File: src/rtl/alu4_cmd_driver_if.sv
// Bus bundle between a command initiator, the command driver and the 4-bit ALU.
// The slave modport is the driver's view; master is the initiator/ALU-side view.
interface alu4_cmd_driver_if #(
  parameter int TAG_W     = 4,
  parameter int ERR_CNT_W = 8
);
  logic                 cmd_valid;
  logic                 cmd_ready;
  logic [2:0]           cmd_op;
  logic [3:0]           cmd_a;
  logic [3:0]           cmd_b;

  logic [2:0]           alu_sig;
  logic [3:0]           alu_op1;
  logic [3:0]           alu_op2;
  logic [4:0]           alu_result;
  logic                 alu_cout;

  logic                 rsp_valid;
  logic                 rsp_ready;
  logic [4:0]           rsp_result;
  logic                 rsp_cout;
  logic                 rsp_err;
  logic [TAG_W-1:0]     rsp_tag;
  logic [ERR_CNT_W-1:0] err_count;

  modport slave (
    input  cmd_valid, cmd_op, cmd_a, cmd_b,
    input  alu_result, alu_cout,
    input  rsp_ready,
    output cmd_ready,
    output alu_sig, alu_op1, alu_op2,
    output rsp_valid, rsp_result, rsp_cout, rsp_err, rsp_tag, err_count
  );

  modport master (
    output cmd_valid, cmd_op, cmd_a, cmd_b,
    output alu_result, alu_cout,
    output rsp_ready,
    input  cmd_ready,
    input  alu_sig, alu_op1, alu_op2,
    input  rsp_valid, rsp_result, rsp_cout, rsp_err, rsp_tag, err_count
  );
endinterface

File: src/rtl/alu4_cmd_driver.sv
// Command front-end for the 8-function 4-bit ALU: registers operands, waits for the
// combinational ALU to settle, captures its result and returns a tagged response.
module alu4_cmd_driver #(
  parameter int TAG_W     = 4,
  parameter int ERR_CNT_W = 8
) (
  input  logic               clk,
  input  logic               rst_n,
  alu4_cmd_driver_if.slave   bus
);

  localparam logic [1:0] S_IDLE = 2'd0;
  localparam logic [1:0] S_EXEC = 2'd1;
  localparam logic [1:0] S_CAPT = 2'd2;
  localparam logic [1:0] S_RESP = 2'd3;

  localparam logic [2:0] OP_OP1 = 3'b000;
  localparam logic [2:0] OP_ADD = 3'b001;
  localparam logic [2:0] OP_SUB = 3'b010;
  localparam logic [2:0] OP_DIV = 3'b011;
  localparam logic [2:0] OP_REM = 3'b100;
  localparam logic [2:0] OP_LSH = 3'b101;
  localparam logic [2:0] OP_RSH = 3'b110;
  localparam logic [2:0] OP_COM = 3'b111;

  logic [1:0]           r_state;
  logic [1:0]           w_state_next;
  logic                 r_cmd_ready;
  logic                 r_rsp_valid;
  logic [2:0]           r_alu_sig;
  logic [3:0]           r_alu_op1;
  logic [3:0]           r_alu_op2;
  logic [4:0]           r_rsp_result;
  logic                 r_rsp_cout;
  logic                 r_rsp_err;
  logic [TAG_W-1:0]     r_rsp_tag;
  logic [ERR_CNT_W-1:0] r_err_count;

  logic                 w_accept;
  logic                 w_div_op;
  logic                 w_div_zero;
  logic                 w_rsp_done;
  logic                 w_arith;
  logic                 w_err_sat;

  assign w_accept   = (r_state == S_IDLE) && r_cmd_ready && bus.cmd_valid;
  assign w_div_op   = (bus.cmd_op == OP_DIV) || (bus.cmd_op == OP_REM);
  assign w_div_zero = w_div_op && (bus.cmd_b == 4'd0);
  assign w_rsp_done = (r_state == S_RESP) && bus.rsp_ready;
  // Only ADD/SUB produce a meaningful carry; the ALU leaves cout stale otherwise.
  assign w_arith    = (r_alu_sig == OP_ADD) || (r_alu_sig == OP_SUB);
  assign w_err_sat  = &r_err_count;

  always_comb begin
    w_state_next = r_state;
    case (r_state)
      S_IDLE: begin
        if (w_accept) begin
          w_state_next = w_div_zero ? S_RESP : S_EXEC;
        end
      end
      S_EXEC:  w_state_next = S_CAPT;
      S_CAPT:  w_state_next = S_RESP;
      S_RESP: begin
        if (bus.rsp_ready) begin
          w_state_next = S_IDLE;
        end
      end
      default: w_state_next = S_IDLE;
    endcase
  end

  // Handshake flags are registered copies of the next state's decode.
  always_ff @(posedge clk or negedge rst_n) begin
    if (!rst_n) begin
      r_state     <= S_IDLE;
      r_cmd_ready <= 1'b0;
      r_rsp_valid <= 1'b0;
    end else begin
      r_state     <= w_state_next;
      r_cmd_ready <= (w_state_next == S_IDLE);
      r_rsp_valid <= (w_state_next == S_RESP);
    end
  end

  always_ff @(posedge clk or negedge rst_n) begin
    if (!rst_n) begin
      r_alu_sig <= OP_OP1;
      r_alu_op1 <= 4'd0;
      r_alu_op2 <= 4'd0;
    end else if (w_accept) begin
      r_alu_sig <= bus.cmd_op;
      r_alu_op1 <= bus.cmd_a;
      r_alu_op2 <= bus.cmd_b;
    end
  end

  always_ff @(posedge clk or negedge rst_n) begin
    if (!rst_n) begin
      r_rsp_result <= 5'd0;
      r_rsp_cout   <= 1'b0;
      r_rsp_err    <= 1'b0;
    end else if (w_accept && w_div_zero) begin
      r_rsp_result <= 5'd0;
      r_rsp_cout   <= 1'b0;
      r_rsp_err    <= 1'b1;
    end else if (r_state == S_CAPT) begin
      r_rsp_result <= bus.alu_result;
      r_rsp_cout   <= w_arith ? bus.alu_cout : 1'b0;
      r_rsp_err    <= 1'b0;
    end
  end

  always_ff @(posedge clk or negedge rst_n) begin
    if (!rst_n) begin
      r_rsp_tag <= '0;
    end else if (w_rsp_done) begin
      r_rsp_tag <= r_rsp_tag + 1'b1;
    end
  end

  always_ff @(posedge clk or negedge rst_n) begin
    if (!rst_n) begin
      r_err_count <= '0;
    end else if (w_accept && w_div_zero && !w_err_sat) begin
      r_err_count <= r_err_count + 1'b1;
    end
  end

  assign bus.cmd_ready  = r_cmd_ready;
  assign bus.alu_sig    = r_alu_sig;
  assign bus.alu_op1    = r_alu_op1;
  assign bus.alu_op2    = r_alu_op2;
  assign bus.rsp_valid  = r_rsp_valid;
  assign bus.rsp_result = r_rsp_result;
  assign bus.rsp_cout   = r_rsp_cout;
  assign bus.rsp_err    = r_rsp_err;
  assign bus.rsp_tag    = r_rsp_tag;
  assign bus.err_count  = r_err_count;

endmodule

File: src/flat_wrapper.sv
// flat-port wrapper written by rule: the top's interface ports become plain ports
module alu4_cmd_driver_flat 
#(
  parameter int TAG_W     = 4,
  parameter int ERR_CNT_W = 8
)
  (clk, rst_n, bus_cmd_valid, bus_cmd_op, bus_cmd_a, bus_cmd_b, bus_alu_result, bus_alu_cout, bus_rsp_ready, bus_cmd_ready, bus_alu_sig, bus_alu_op1, bus_alu_op2, bus_rsp_valid, bus_rsp_result, bus_rsp_cout, bus_rsp_err, bus_rsp_tag, bus_err_count);
  alu4_cmd_driver_if #(.TAG_W(TAG_W), .ERR_CNT_W(ERR_CNT_W)) bus_i ();
  input  logic clk;
  input  logic rst_n;
  input wire logic [$bits(bus_i.cmd_valid)-1:0] bus_cmd_valid;
  input wire logic [$bits(bus_i.cmd_op)-1:0] bus_cmd_op;
  input wire logic [$bits(bus_i.cmd_a)-1:0] bus_cmd_a;
  input wire logic [$bits(bus_i.cmd_b)-1:0] bus_cmd_b;
  input wire logic [$bits(bus_i.alu_result)-1:0] bus_alu_result;
  input wire logic [$bits(bus_i.alu_cout)-1:0] bus_alu_cout;
  input wire logic [$bits(bus_i.rsp_ready)-1:0] bus_rsp_ready;
  output wire logic [$bits(bus_i.cmd_ready)-1:0] bus_cmd_ready;
  output wire logic [$bits(bus_i.alu_sig)-1:0] bus_alu_sig;
  output wire logic [$bits(bus_i.alu_op1)-1:0] bus_alu_op1;
  output wire logic [$bits(bus_i.alu_op2)-1:0] bus_alu_op2;
  output wire logic [$bits(bus_i.rsp_valid)-1:0] bus_rsp_valid;
  output wire logic [$bits(bus_i.rsp_result)-1:0] bus_rsp_result;
  output wire logic [$bits(bus_i.rsp_cout)-1:0] bus_rsp_cout;
  output wire logic [$bits(bus_i.rsp_err)-1:0] bus_rsp_err;
  output wire logic [$bits(bus_i.rsp_tag)-1:0] bus_rsp_tag;
  output wire logic [$bits(bus_i.err_count)-1:0] bus_err_count;
  assign bus_i.cmd_valid = bus_cmd_valid;
  assign bus_i.cmd_op = bus_cmd_op;
  assign bus_i.cmd_a = bus_cmd_a;
  assign bus_i.cmd_b = bus_cmd_b;
  assign bus_i.alu_result = bus_alu_result;
  assign bus_i.alu_cout = bus_alu_cout;
  assign bus_i.rsp_ready = bus_rsp_ready;
  assign bus_cmd_ready = bus_i.cmd_ready;
  assign bus_alu_sig = bus_i.alu_sig;
  assign bus_alu_op1 = bus_i.alu_op1;
  assign bus_alu_op2 = bus_i.alu_op2;
  assign bus_rsp_valid = bus_i.rsp_valid;
  assign bus_rsp_result = bus_i.rsp_result;
  assign bus_rsp_cout = bus_i.rsp_cout;
  assign bus_rsp_err = bus_i.rsp_err;
  assign bus_rsp_tag = bus_i.rsp_tag;
  assign bus_err_count = bus_i.err_count;
  alu4_cmd_driver #(.TAG_W(TAG_W), .ERR_CNT_W(ERR_CNT_W)) u_core (.clk(clk), .rst_n(rst_n), .bus(bus_i));
endmodule
File: config.mk
export PLATFORM = sky130hd
export DESIGN_NAME = alu4_cmd_driver_flat
export DESIGN_NICKNAME = d
export VERILOG_FILES = /design/src/rtl/alu4_cmd_driver_if.sv /design/src/rtl/alu4_cmd_driver.sv /design/src/flat_wrapper.sv
export SDC_FILE = /design/constraint.sdc
export NUM_CORES = 1
export LEC_CHECK = 0
export BUFFER_PORTS_ARGS = -buffer_cell sky130_fd_sc_hd__clkbuf_2
export CAP_MARGIN = 5
export CORE_UTILIZATION = 30
export CTS_CLUSTER_SIZE = 16
export DETAILED_ROUTE_END_ITERATION = 12
export PLACE_DENSITY = 0.54
export SYNTH_ARGS = -nofsm -noshare
export SYNTH_HDL_FRONTEND = slang
export SYNTH_SLANG_ARGS = --single-unit
File: constraint.sdc
create_clock -name clk -period 1.6 [get_ports clk]
set_input_delay 0.08 -clock clk [delete_from_list [all_inputs] [get_ports clk]]
set_output_delay 0.08 -clock clk [all_outputs]
set_load 0.03 [all_outputs]
==> flow_metrics.env <==
export IMPL_outcome="finished, final reports clean"
export IMPL_cp_start_kind="flip-flop"
export IMPL_die_h_um=71.6
export IMPL_seqPwrFrac=0.378
export IMPL_clockBufferDepth=2
export IMPL_diodes=0
export IMPL_drtIter0Drc=46
export IMPL_min_path_cells=2
export IMPL_core_area_um2=4500
export IMPL_power_total_mw=3.64
export IMPL_peakVddDrop_uv=474
export IMPL_pre_cts_ws_ns=0.0341
export IMPL_min_period_ns=1.52
export IMPL_fmax_mhz=657
export IMPL_p_int_mw=2.17
export IMPL_clk_pin_slew_ns=0.07
export IMPL_holdCritPathClass="in2reg"
export IMPL_finalHoldViolations=0
export IMPL_rows=24
export IMPL_dp_cells=218
export IMPL_crit_required_ns=1.77
export IMPL_power_leakage_nw=1.03
export IMPL_cp_max_fo=5
export IMPL_grt_pass1_wl_mm=5.39
export IMPL_final_cells=228
export IMPL_drc=0
export IMPL_sw_frac_of_total=0.404
export IMPL_skew_ns=0.00645
export IMPL_combinationalPowerShare=0.420
export IMPL_drv_cap=0
export IMPL_io_pins=53
export IMPL_wl_per_cell_um=13.8
export IMPL_synth_area_leaders="dfrtp_1 (59%), mux2_2 (8.5%), xnor2_1 (4.2%)"
export IMPL_place_hpwl_mm=2.40
export IMPL_fill_cells=437
export IMPL_vias_per_cell=4.79
export IMPL_critPathArrivalTime_ns=1.69
export IMPL_slew_viol_final=0
export IMPL_synth_seq_cells=34
export IMPL_finalInstanceArea_um2=1950
export IMPL_dieWidth_um=71.6
export IMPL_portBuffers=52
export IMPL_syn_inst=112
export IMPL_antenna_found_initial=0
export IMPL_finalNetCount=198
export IMPL_grt_pass1_vias=1133
export IMPL_htreeDepth=2
export IMPL_seq_area_frac_synth=0.586
export IMPL_first_pass_iters=4
export IMPL_routed_wl_mm=3.15
export IMPL_start_util=0.322
export IMPL_ant_nets=0
export IMPL_grt_usage=0.137
export IMPL_synth_top_area_frac=0.586
export IMPL_syn_cell_area_um2=1450
export IMPL_grt_remaining_overflow=0
export IMPL_r2r_cells=5
export IMPL_numCtsBuffers=5
export IMPL_synth_area_leader_cell="dfrtp_1"
export IMPL_end_kind="flip-flop"
export IMPL_setup_viol=0
export IMPL_cts_tree="yes"
export IMPL_tns_ns=0
export IMPL_gp_congestion=0.783
export IMPL_power_share_clock=0.203
export IMPL_syn_nets=135
export IMPL_rsz0062_at_grt="false"
export IMPL_vias=1092
export IMPL_finalCritPeriodShare=0.951
export IMPL_power_switching_mw=1.47
export IMPL_grt_max_degree=35
export IMPL_final_common_cell="clkbuf_2"
export IMPL_ys_warn_count=0
export IMPL_drive_above_1_share=0.500
export IMPL_ys_types=30
export IMPL_slew_limit_headroom=0.439
export IMPL_path_class="reg2reg"
export IMPL_cts_root_buf="clkbuf_8"
export IMPL_setup_ws_ns=0.0776
export IMPL_clkSinkCount=34
export IMPL_tightest_slew_ns=0.841
export IMPL_clock_latency_ns=0.28
export IMPL_powerDensity_nw_per_um2=1860
export IMPL_die_area_um2=5120
export IMPL_place_area_um2=1820
export IMPL_synthToLayoutAreaGrowth_pct=34.5
export IMPL_mostFrequentLayoutCells="clkbuf_2 (52), dfrtp_1 (32), mux2_2 (11)"
export IMPL_synth_area_per_cell_um2=13.0
## cell families (layout without fill, tap and decap cells)
| logic type | count (synthesis) | in the layout | synth area share |
|---|---|---|---|
| xor+xnor | 8 | 8 | 0.0482 |
| simple gates | 38 | 38 | 0.151 |
| compound gates | 8 | 8 | 0.0413 |
| fa+ha+maj | 2 | 2 | 0.0172 |
| buf+inv | 3 | 67 | 0.0112 |
| mux | 19 | 19 | 0.146 |
| flops | 34 | 34 | 0.586 |
## power by group through the flow
stage | Clock [mW] | Sequential (mW) | Combinational [mW]
2_1_floorplan | 0 | 1.95 | 0.470
3_3_place_gp | 0 | 1.37 | 1.51
3_5_place_dp | 0 | 1.40 | 1.54
4_1_cts | 0.762 | 1.38 | 1.54
5_1_grt | 0.801 | 1.42 | 1.65
6_report | 0.738 | 1.37 | 1.53
## layout make-up
type                       count  area, um2  share of cell area
sequential                    34        853               0.437
multi-input combinational     75        611               0.312
timing repair buffer          59        315               0.161
clock buffer                   8        110              0.0563
tap                           52       65.1              0.0333
## worst paths after layout
check | slack [ns] | start | to
min | 0.03 | bus_cmd_a[3] | u_core.bus.alu_op1[3]
max in group asynchronous | 0.59 | rst_n | u_core.bus.err_count[0]
min reg2reg | 0.47 | u_core.bus.rsp_tag[3] | u_core.bus.rsp_tag[3]
max reg2reg | 0.08 | u_core.bus.err_count[1] | u_core.bus.err_count[1]
min in group asynchronous | 0.43 | rst_n | u_core.bus.rsp_cout
max | 0.08 | u_core.bus.err_count[1] | u_core.bus.err_count[1]
## per-stage QoR
stage / hold slack [ns] / utilization
after floorplan: -0.216 / -
after global placement: 0.219 / 0.405
after detailed placement: 0.225 / 0.405
after CTS: 0.0207 / 0.432
after global routing: 0.0247 / 0.434
final: 0.0280 / 0.434
## worst max-delay path, cell delays in order, from the launching register on
cell     delay, ns
dfrtp_2       0.45
ha_4          0.18
and3_4        0.19
nand3_2       0.11
and2_4        0.17
mux2_1        0.32
## synthesized netlist by cell type, drive strengths merged
master	n
a21o	2
a21oi	4
and2	1
and3	5
and3b	1
and4	1
and4bb	1
buf	2
clkbuf	1
dfrtp	34
ha	2
mux2	14
mux2i	5
nand2	8
nand2b	2
nand3	3
nand4	4
nor2	8
nor3b	1
nor4	1
nor4b	1
o211a	1
o21a	1
or2	1
xnor2	7
xor2	1
## sequential cells by signal, indices dropped and copies added (netlist names)
register	flops
u_core.bus.rsp_tag	4
u_core.bus.err_count	8
u_core.bus.rsp_result	5
u_core.bus.alu_op2	4
u_core.bus.alu_sig	3
u_core.bus.rsp_err	1
u_core.bus.rsp_valid	1
u_core.bus.rsp_cout	1
u_core.r_state	2
u_core.bus.alu_op1	4
u_core.bus.cmd_ready	1
## per-layer routing
metal | GRT usage | up-vias | wire length [um]
met5 | 0 | - | 0
met4 | 0.0436 | 0 | 23
met3 | 0.0534 | 4 | 166
li1 | - | 523 | -
met1 | 0.170 | 536 | 1420
met2 | 0.222 | 29 | 1540
## timing repair
item,CTS,global route
setup endpoints to repair,0,1
setup buffers,0,1
hold buffers,1,0
endpoints found under the hold margin,34,0
gates resized for setup,0,1
No activity file was read; power rests on OpenSTA's default activity.
